File: config.mk
export PLATFORM = sky130hd
export DESIGN_NAME = iot_frame_ctrl_flat
export DESIGN_NICKNAME = d
export VERILOG_FILES = /design/src/rtl/iot_frame_ctrl_pkg.sv /design/src/rtl/iot_frame_ctrl_if.sv /design/src/rtl/iot_byte_shifter.sv /design/src/rtl/iot_frame_ctrl.sv /design/src/flat_wrapper.sv
export SDC_FILE = /design/constraint.sdc
export NUM_CORES = 1
export LEC_CHECK = 0
export BUFFER_PORTS_ARGS = -buffer_cell sky130_fd_sc_hd__buf_2
export CAP_MARGIN = 5
export CORE_ASPECT_RATIO = 0.8
export CORE_MARGIN = 2
export CORE_UTILIZATION = 51
export CTS_CLUSTER_SIZE = 10
export DETAILED_ROUTE_END_ITERATION = 8
export GPL_ROUTABILITY_DRIVEN = 0
export PLACE_DENSITY = 0.81
export RECOVER_POWER = 100
export SETUP_SLACK_MARGIN = 0.05
export SLEW_MARGIN = 25
export SYNTH_ARGS = -nofsm -noshare
export SYNTH_HDL_FRONTEND = slang
export SYNTH_SLANG_ARGS = --single-unit
File: constraint.sdc
create_clock -name clk -period 1.9 [get_ports clk]
set_input_delay 0.285 -clock clk [delete_from_list [all_inputs] [get_ports clk]]
set_output_delay 0.285 -clock clk [all_outputs]
set_load 0.01 [all_outputs]
File: src/rtl/iot_frame_ctrl_pkg.sv
// Shared types and constants for the IoT frame controller and its filter blocks.
// No logic; encodings only.
// State codes are one-hot-ish and visible on the filter sideband.
package iot_frame_ctrl_pkg;

    typedef enum logic [2:0] {
        ST_IDLE = 3'b000,
        ST_LOAD = 3'b001,
        ST_CMP  = 3'b010,
        ST_DONE = 3'b100
    } state_e;

    localparam int FRAME_BYTES = 16;

    // Function codes decoded by the filterN blocks from fn_sel_q.
    localparam logic [2:0] FN_MAX = 3'b110;

endpackage

File: src/rtl/iot_frame_ctrl_if.sv
// Byte-stream input and frame sideband between host, controller and filters.
// Pure wiring bundle, no latency.
// busy is the only flow-control signal; the host must hold off in_en while it is high.
interface iot_frame_if;
    logic         in_en;
    logic [7:0]   iot_in;
    logic [2:0]   fn_sel;
    logic [2:0]   fn_sel_q;
    logic [127:0] data;
    logic [5:0]   cnt;
    logic [2:0]   state;
    logic         flag;
    logic         valid;
    logic [7:0]   cycle_cnt;
    logic         busy;
    logic         drop_err;

    // Host side: offers bytes, observes the frame sideband.
    modport master (
        output in_en, iot_in, fn_sel,
        input  fn_sel_q, data, cnt, state, flag, valid, cycle_cnt, busy, drop_err
    );

    // Controller side.
    modport slave (
        input  in_en, iot_in, fn_sel,
        output fn_sel_q, data, cnt, state, flag, valid, cycle_cnt, busy, drop_err
    );
endinterface

File: src/rtl/iot_byte_shifter.sv
// 128-bit byte shift register with accepted-byte counter.
// One cycle: shifted data and count visible after the enabling edge.
// No backpressure; the caller only asserts shift_en_i when a byte is accepted.
module iot_byte_shifter (
    input  logic         clk,
    input  logic         rst,
    input  logic         shift_en_i,
    input  logic         cnt_clr_i,
    input  logic [7:0]   byte_i,
    output logic [127:0] data_o,
    output logic [5:0]   cnt_o
);
    logic [127:0] data_q;
    logic [5:0]   cnt_q;

    // Shift new bytes in at the LSB end; clear only drops the count so data stays stable for the filters.
    always_ff @(posedge clk) begin
        if (rst) begin
            data_q <= '0;
            cnt_q  <= '0;
        end else if (shift_en_i) begin
            data_q <= {data_q[119:0], byte_i};
            cnt_q  <= cnt_q + 6'd1;
        end else if (cnt_clr_i) begin
            cnt_q  <= '0;
        end
    end

    assign data_o = data_q;
    assign cnt_o  = cnt_q;
endmodule

File: src/rtl/iot_frame_ctrl.sv
// Frames the 8-bit IoT byte stream into 128-bit words and drives the filter sideband.
// Registered outputs; CMP follows the 16th byte edge, DONE one cycle after the last CMP.
// busy high in CMP/DONE; bytes offered then are dropped and latch drop_err.
module iot_frame_ctrl
    import iot_frame_ctrl_pkg::*;
#(
    parameter int NUM_FRAMES = 8
) (
    input  logic       clk,
    input  logic       rst,
    iot_frame_if.slave bus
);
    localparam logic [7:0] LAST_FRAME = 8'(NUM_FRAMES);
    localparam logic [5:0] LAST_BYTE  = 6'(FRAME_BYTES - 1);

    state_e     state_q, state_d;
    logic [7:0] cyc_q, cyc_d;
    logic       flag_q, flag_d;
    logic       valid_q, valid_d;
    logic       drop_q, drop_d;
    logic [2:0] fn_q, fn_d;
    logic       shift_en;
    logic       cnt_clr;
    logic       busy;
    logic [5:0] cnt;
    logic [127:0] data;

    assign busy = (state_q == ST_CMP) || (state_q == ST_DONE);

    iot_byte_shifter u_shifter (
        .clk        (clk),
        .rst        (rst),
        .shift_en_i (shift_en),
        .cnt_clr_i  (cnt_clr),
        .byte_i     (bus.iot_in),
        .data_o     (data),
        .cnt_o      (cnt)
    );

    // Next-state, batch counters and sideband decisions.
    always_comb begin
        state_d  = state_q;
        cyc_d    = cyc_q;
        flag_d   = flag_q;
        valid_d  = 1'b0;
        fn_d     = fn_q;
        shift_en = 1'b0;
        cnt_clr  = 1'b0;
        drop_d   = drop_q | (bus.in_en & busy);
        case (state_q)
            ST_IDLE: begin
                if (bus.in_en) begin
                    shift_en = 1'b1;
                    fn_d     = bus.fn_sel;
                    state_d  = ST_LOAD;
                end
            end
            ST_LOAD: begin
                if (bus.in_en) begin
                    shift_en = 1'b1;
                    if (cnt == LAST_BYTE) state_d = ST_CMP;
                end
            end
            ST_CMP: begin
                cnt_clr = 1'b1;
                cyc_d   = cyc_q + 8'd1;
                flag_d  = 1'b1;
                if (cyc_q + 8'd1 == LAST_FRAME) begin
                    state_d = ST_DONE;
                    valid_d = 1'b1;
                end else begin
                    state_d = ST_LOAD;
                end
            end
            ST_DONE: begin
                state_d = ST_IDLE;
                flag_d  = 1'b0;
                cyc_d   = '0;
            end
            default: state_d = ST_IDLE;
        endcase
    end

    // State and sideband registers.
    always_ff @(posedge clk) begin
        if (rst) begin
            state_q <= ST_IDLE;
            cyc_q   <= '0;
            flag_q  <= 1'b0;
            valid_q <= 1'b0;
            drop_q  <= 1'b0;
            fn_q    <= '0;
        end else begin
            state_q <= state_d;
            cyc_q   <= cyc_d;
            flag_q  <= flag_d;
            valid_q <= valid_d;
            drop_q  <= drop_d;
            fn_q    <= fn_d;
        end
    end

    assign bus.fn_sel_q  = fn_q;
    assign bus.data      = data;
    assign bus.cnt       = cnt;
    assign bus.state     = state_q;
    assign bus.flag      = flag_q;
    assign bus.valid     = valid_q;
    assign bus.cycle_cnt = cyc_q;
    assign bus.busy      = busy;
    assign bus.drop_err  = drop_q;
endmodule

File: src/flat_wrapper.sv
// flat-port wrapper written by rule: the top's interface ports become plain ports
module iot_frame_ctrl_flat import iot_frame_ctrl_pkg::*;
#(
    parameter int NUM_FRAMES = 8
)
  (clk, rst, bus_in_en, bus_iot_in, bus_fn_sel, bus_fn_sel_q, bus_data, bus_cnt, bus_state, bus_flag, bus_valid, bus_cycle_cnt, bus_busy, bus_drop_err);
  iot_frame_if bus_i ();
  input  logic clk;
  input  logic rst;
  input wire logic [$bits(bus_i.in_en)-1:0] bus_in_en;
  input wire logic [$bits(bus_i.iot_in)-1:0] bus_iot_in;
  input wire logic [$bits(bus_i.fn_sel)-1:0] bus_fn_sel;
  output wire logic [$bits(bus_i.fn_sel_q)-1:0] bus_fn_sel_q;
  output wire logic [$bits(bus_i.data)-1:0] bus_data;
  output wire logic [$bits(bus_i.cnt)-1:0] bus_cnt;
  output wire logic [$bits(bus_i.state)-1:0] bus_state;
  output wire logic [$bits(bus_i.flag)-1:0] bus_flag;
  output wire logic [$bits(bus_i.valid)-1:0] bus_valid;
  output wire logic [$bits(bus_i.cycle_cnt)-1:0] bus_cycle_cnt;
  output wire logic [$bits(bus_i.busy)-1:0] bus_busy;
  output wire logic [$bits(bus_i.drop_err)-1:0] bus_drop_err;
  assign bus_i.in_en = bus_in_en;
  assign bus_i.iot_in = bus_iot_in;
  assign bus_i.fn_sel = bus_fn_sel;
  assign bus_fn_sel_q = bus_i.fn_sel_q;
  assign bus_data = bus_i.data;
  assign bus_cnt = bus_i.cnt;
  assign bus_state = bus_i.state;
  assign bus_flag = bus_i.flag;
  assign bus_valid = bus_i.valid;
  assign bus_cycle_cnt = bus_i.cycle_cnt;
  assign bus_busy = bus_i.busy;
  assign bus_drop_err = bus_i.drop_err;
  iot_frame_ctrl #(.NUM_FRAMES(NUM_FRAMES)) u_core (.clk(clk), .rst(rst), .bus(bus_i));
endmodule
=== Word-level counts from Yosys, hierarchy flattened ===
Cells that the tools add are included.

* Input port bits: 14
* Logic and storage cells: 42
* Flip-flop bits (word level): 151

* Add/sub/neg operators: 2
* Multiplexer cells: 13
* Bitwise logic cells: 3
* Equal/unequal tests: 8
* Reductions and logical operators: 8

{| class="wikitable"
|+ Operators by type and width
! kind !! count
|-
| $pmux 8 s2 || 1
|-
| $mux 3 || 4
|-
| $mux 6 || 2
|-
| $pmux 3 s3 || 1
|-
| $add 8x1->8 const B || 1
|-
| $eq 8x4->1 const B || 1
|-
| $add 6x1->6 const B || 1
|-
| $eq 6x4->1 const B || 1
|-
| $mux 1 || 4
|-
| $ne 2x2->1 const B || 2
|-
| $reduce_bool 2->1 || 2
|-
| $reduce_or 2->1 || 2
|-
| $eq 3x1->1 const B || 1
|-
| $eq 3x2->1 const B || 1
|-
| $eq 3x3->1 const B || 1
|-
| $logic_not 3->1 || 1
|-
| $reduce_and 3->1 || 1
|-
| $ne 2x1->1 const B || 1
|-
| $pmux 1 s2 || 1
|-
| $reduce_and 2->1 || 1
|-
| $and 1x1->1 || 1
|-
| $logic_or 1x1->1 || 1
|-
| $not 1->1 || 1
|-
| $or 1x1->1 || 1
|}

=== Longest topological paths before layout ===
* Depth in word-level cells: 4
* Mapped depth: 7
* Depth with buffers taken out: 5

=== Cells and area by module ===
A second synthesis with hierarchy kept.

* Cell total of the unflattened synthesis: 540
* Area total of the unflattened synthesis: 5574.1 um2

{| class="wikitable"
|+ Modules (own cells, without submodules)
! module !! cells an instance !! instances !! area each (um2) !! sequential area each (um2)
|-
| iot_byte_shifter || 443 || 1 || 4738.3 || 2682.6
|-
| iot_frame_ctrl || 97 || 1 || 835.8 || 340.3
|}

=== Worst setup path before layout ===
Ideal clock, no wire load.

* Path kind: register to register
* Start point: register u_core.state_q[1], in the netlist u_core.bus.state[1]
* End point: register u_core.cyc_q[6], in the netlist u_core.bus.cycle_cnt[6]
* Setup time: 0.070 ns
* Arrival time: 1.619 ns
* Period minus slack after synthesis: 1.689 ns
* Cell stages (with the launch flop): 6
* Path slack: 0.211 ns
* Cells stage by stage: dfxtp_1 -> buf_4 -> or3b_1 -> buf_2 -> or4_1 -> a21oi_1

* Word-level cells in the longest chain between the ends: 2
* Elaborated cells between the ends (all ways): 4
* Those cells by class: 2 x eq/ne; 1 x mux; 1 x reduce/logical

{| class="wikitable"
|+ Ends and longest elaborated chain
! item !! RTL line !! source
|-
| start: declaration || iot_frame_ctrl.sv:16 || <nowiki>state_e state_q, state_d;</nowiki>
|-
| start signal: assignment || iot_frame_ctrl.sv:94 || <nowiki>state_q <= state_d;</nowiki>
|-
| $eq 3x3->1 / $eq 3x2->1 (equally long branches) || iot_frame_ctrl.sv:50 || <nowiki>case (state_q)</nowiki>
|-
| $pmux 8 s2 / $reduce_bool 2->1 (equally long branches) || n/a ||
|-
| end signal: assignment || iot_frame_ctrl.sv:95 || <nowiki>cyc_q <= cyc_d;</nowiki>
|-
| end: declaration || iot_frame_ctrl.sv:17 || <nowiki>logic [7:0] cyc_q, cyc_d;</nowiki>
|}

Several ways; a longest one is shown, not always the timed one.
A chain may end at the register's enable or synchronous reset.

=== Final worst setup path ===
* Start point: register u_core.state_q[1], in the netlist u_core.bus.state[1]
* End point: output bus_busy

* Word-level cells in the longest chain between the ends: 2
* Elaborated cells between the ends (all ways): 3
* Those cells by class: 2 x eq/ne; 1 x reduce/logical

{| class="wikitable"
|+ Ends and longest elaborated chain
! item !! RTL line !! source
|-
| $eq 3x2->1 / $eq 3x3->1 (equally long branches) || iot_frame_ctrl.sv:28 || <nowiki>assign busy = (state_q == ST_CMP) || (state_q == ST_DONE);</nowiki>
|-
| $logic_or 1x1->1 * || iot_frame_ctrl.sv:28 ||
|-
| end: declaration || flat_wrapper.sv:20 || <nowiki>output wire logic [$bits(bus_i.busy)-1:0] bus_busy;</nowiki>
|}

Mark *: on every way between the ends. The rest lies on a longest branch, timed or not.

==> summary.md <==
| Metric | Value |
|---|---|
| Result of the run | `completed` |
| R2r endpoint | `u_core.bus.cycle_cnt[2]$_SDFFE_PP0N_` |
| M3 GR Usage | `0.07405` |
| Crit path max fanout | `10` |
| Worst-Margin Slew | `between 0.4 and 0.5 ns` |
| Kind of critical path | `flop to output pin` |
| Fin crit share | `0.9214` |
| Hold WC Path Type | `input pin to flop` |
| Initial antenna violation count | `0` |
| F_max | `about 0.57 GHz` |
| Setup Skew | `0.009881 ns` |
| Vias in the first global route | `~4600` |
| Fin crit period | `~1.8 ns` |
| Buffers on Ports | `165` |
| Worst Hold Depth | `3` |
| Yosys top cell by area | `dfxtp_1` |
| Core box area | `between 10000 and 15000 um^2` |
| Gr busiest metal | `met2` |
| Area contributors post-synth | `dfxtp_1 56%, nand2_1 18%, a21oi_1 13%, clkbuf_1 2.7%, nor2_1 1.7%` |
| Wire per inst | `14.27 um` |
| N_diodes | `0` |
| Post-CTS Hold Fix Bufs | `0` |
| Sequential share of the synthesized area | `0.5600` |
| WHS | `0.1076 ns` |
| Total Power | `about 6.7 mW` |
| Cell area after placement | `roughly 6300 um^2` |
| FF/Latch Area | `3024 um^2` |
| Grt met1 use | `0.3228` |
| Die Y | `a little under 100 um` |
| Rows | `33` |
| Total GRT Usage | `0.2465` |
| Placed insts | `951` |
| Max-Cap Viols | `0` |
| Slew HR | `0.6911` |
| Synthesized Nets | `approximately 700` |
| Final slew viol count | `0` |
| TritonRoute pass-1 iters | `5` |
| Num ports | `166` |
| Clk root buf | `clkbuf_16` |
| Total grt overflow | `0` |
| CTS buffer count | `17` |
| Drt initial violations | `361` |
| Post-synth EDFFs | `0` |
| Fraction of registers with async set or reset after synthesis | `0` |
| Synth top cells by count | `265 x nand2_1, 151 x dfxtp_1, 145 x a21oi_1, 39 x clkbuf_1, 24 x nor2_1` |
| DP HPWL | `9.457 mm` |
| Setup TNS | `0 ns` |
| Required time worst endpoint | `1.62 ns` |
| Initial Util | `0.5250` |
| Peak supply drop | `0.6408 mV` |
| First-pass GRT wire length | `~22 mm` |
| Final Cell Area | `6728 um^2` |
| Die W | `119.0 um` |
| Hold Startpoint | `bus_iot_in[6]` |
| Final Hold Fails | `0` |
| Final ANT Viol Nets | `0` |
| Final WS setup | `0.1493 ns` |
| Synthesized area | `between 5000 and 6000 um^2` |
| Worst reg-to-reg path cell count | `4` |
| Arrival time at the worst endpoint | `1.47 ns` |
| Leakage | `2.272 nW` |
| PD cells | `990.5 nW/um^2` |
| Clock sink count | `~150` |
| Post-Place Setup Slack | `0.2480 ns` |
| R2r setup slk | `0.19 ns` |
| Via Count | `slightly above 5000` |
| RSZ-0062 raised after global routing | `no` |
| Most frequent cell after synthesis | `nand2_1` |
| Layout cell share with drive strength beyond 1 | `0.07109` |
| CTS max path bufs | `2` |
| DRC | `0` |
| CTS tree | `built` |
| Final setup fails | `0` |
| DIE AREA | `11430 um^2` |
| Vias per std cell | `roughly 5.2` |
| WL final | `14.04 mm` |
| Worst r2r src | `u_core.bus.state[1]$_SDFFE_PP0P_` |
| Post-Syn Instances | `686` |
| Fin nets | `approximately 850` |
| Core Util, Final | `0.6544` |
| Worst setup SP type | `flop` |
| Synth top area share | `0.5600` |
| Filler cells | `961` |
| H-tree levels | `4` |
| Hold Crit Endpoint | `u_core.u_shifter.data_o[6]$_SDFFE_PP0P_` |
| CTS clk-pin slew, worst paths | `0.06 ns` |
| Yosys cell types | `34` |
| Syn. warnings | `0` |
| Main synth FF type | `dfxtp_1` |
| Avg Cell Area, Syn | `7.868 um^2` |
| Crit end category | `output pin` |
| Skew-Pair Late Insertion Delay | `0.42 ns` |
| GR Util met2 | `0.3812` |
| Syn-to-layout area delta | `24.64%` |
| Largest net degree at the start of global routing | `114` |
| Final std cells w/o fill | `984` |
| Multi-input gate area | `2156 um^2` |
| FF+latch count, synth | `151` |
==> metal layers <==
layer | wire, um | part of all wire
met1 | 6204 | 0.44
met2 | 6538 | 0.47
met3 | 1044 | 0.074
met4 | 252 | 0.018
met5 | 0 | 0
==> power breakdown <==
part	internal, mW	switching (mW)	total [mW]
combinational	0.0722	0.189	0.261
sequential	3.19	0.0251	3.22
clock	1.94	1.25	3.18
total	5.20	1.46	6.66
==> final cells by class <==
class,instances,share of cell area
Sequential cell,151,0.4495
Timing Repair Buffer,177,0.1179
Clock buffer,25,0.07960
Multi-Input combinational cell,483,0.3204
Inverter,1,0.0005579
Clock inverter,7,0.005951
Tap cell,140,0.02604
==> kinds of logic (layout without fill, tap and decap cells) <==
logic type,after synthesis,in the layout,share of synthesized area
and+or+nand+nor,315,315,0.2325
DFF,151,151,0.5600
buffers and inverters,52,210,0.04103
AOI/OAI and AO/OA,164,164,0.1583
muxes,1,1,0.001855
xor gates and xnor gates,1,1,0.001623
adders and majority gates,2,2,0.004635
==> state kept, by name, summed over array words and instances, names as in the netlist <==
| name | cells |
|---|---|
| u_core.bus.valid | 1 |
| u_core.bus.state | 3 |
| u_core.bus.cycle_cnt | 8 |
| u_core.bus.drop_err | 1 |
| u_core.u_shifter.data_o | 128 |
| u_core.bus.flag | 1 |
| u_core.bus.fn_sel_q | 3 |
| u_core.u_shifter.cnt_o | 6 |
==> timing repair <==
action,4_1_cts,5_1_grt
setup buffers,1,0
endpoints found under the setup margin,1,1
resized for setup,0,3
==> how the worst max path moves through the flow <==
stage | startpoint | endpoint | slack, ns | cells after the start
2_1_floorplan | u_core.bus.state[1]$_SDFFE_PP0P_ | u_core.bus.cycle_cnt[6]$_SDFFE_PP0N_ | 0.21 | 5
3_3_place_gp | u_core.bus.state[1]$_SDFFE_PP0P_ | u_core.bus.cycle_cnt[6]$_SDFFE_PP0N_ | 0.28 | 3
3_5_place_dp | u_core.bus.state[1]$_SDFFE_PP0P_ | u_core.bus.cycle_cnt[6]$_SDFFE_PP0N_ | 0.25 | 3
4_1_cts | u_core.bus.state[2]$_SDFFE_PP0P_ | bus_busy | 0.06 | 5
5_1_grt | u_core.bus.state[1]$_SDFFE_PP0P_ | bus_busy | 0.05 | 4
6_report | u_core.bus.state[1]$_SDFFE_PP0P_ | bus_busy | 0.15 | 4
==> layout by cell type (no fill, tap or decap), types with 2 or more instances in the layout <==
master      count
a31oi_1         2
or4_1           2
nand2_1       265
clkinvlp_4      2
clkbuf_16      17
buf_12          6
nand2b_1        2
clkbuf_2        2
dfxtp_1       150
and3_1          2
nand3_1         6
o21ai_0         6
a22oi_1         2
nor4_1          2
nor2_1         24
nor3_1          3
buf_2          14
ha_1            2
clkbuf_8        8
buf_4           3
clkbuf_1      152
a21oi_1       145
clkinv_2        5
a211oi_1        5
==> worst max-delay path, cell delays in order, from the launching register on <==
cell and delay, ns:
dfxtp_1 0.51, xor2_1 0.18, nand2b_1 0.10, inv_1 0.12, buf_2 0.15
Power figures use the tool's default switching activity.
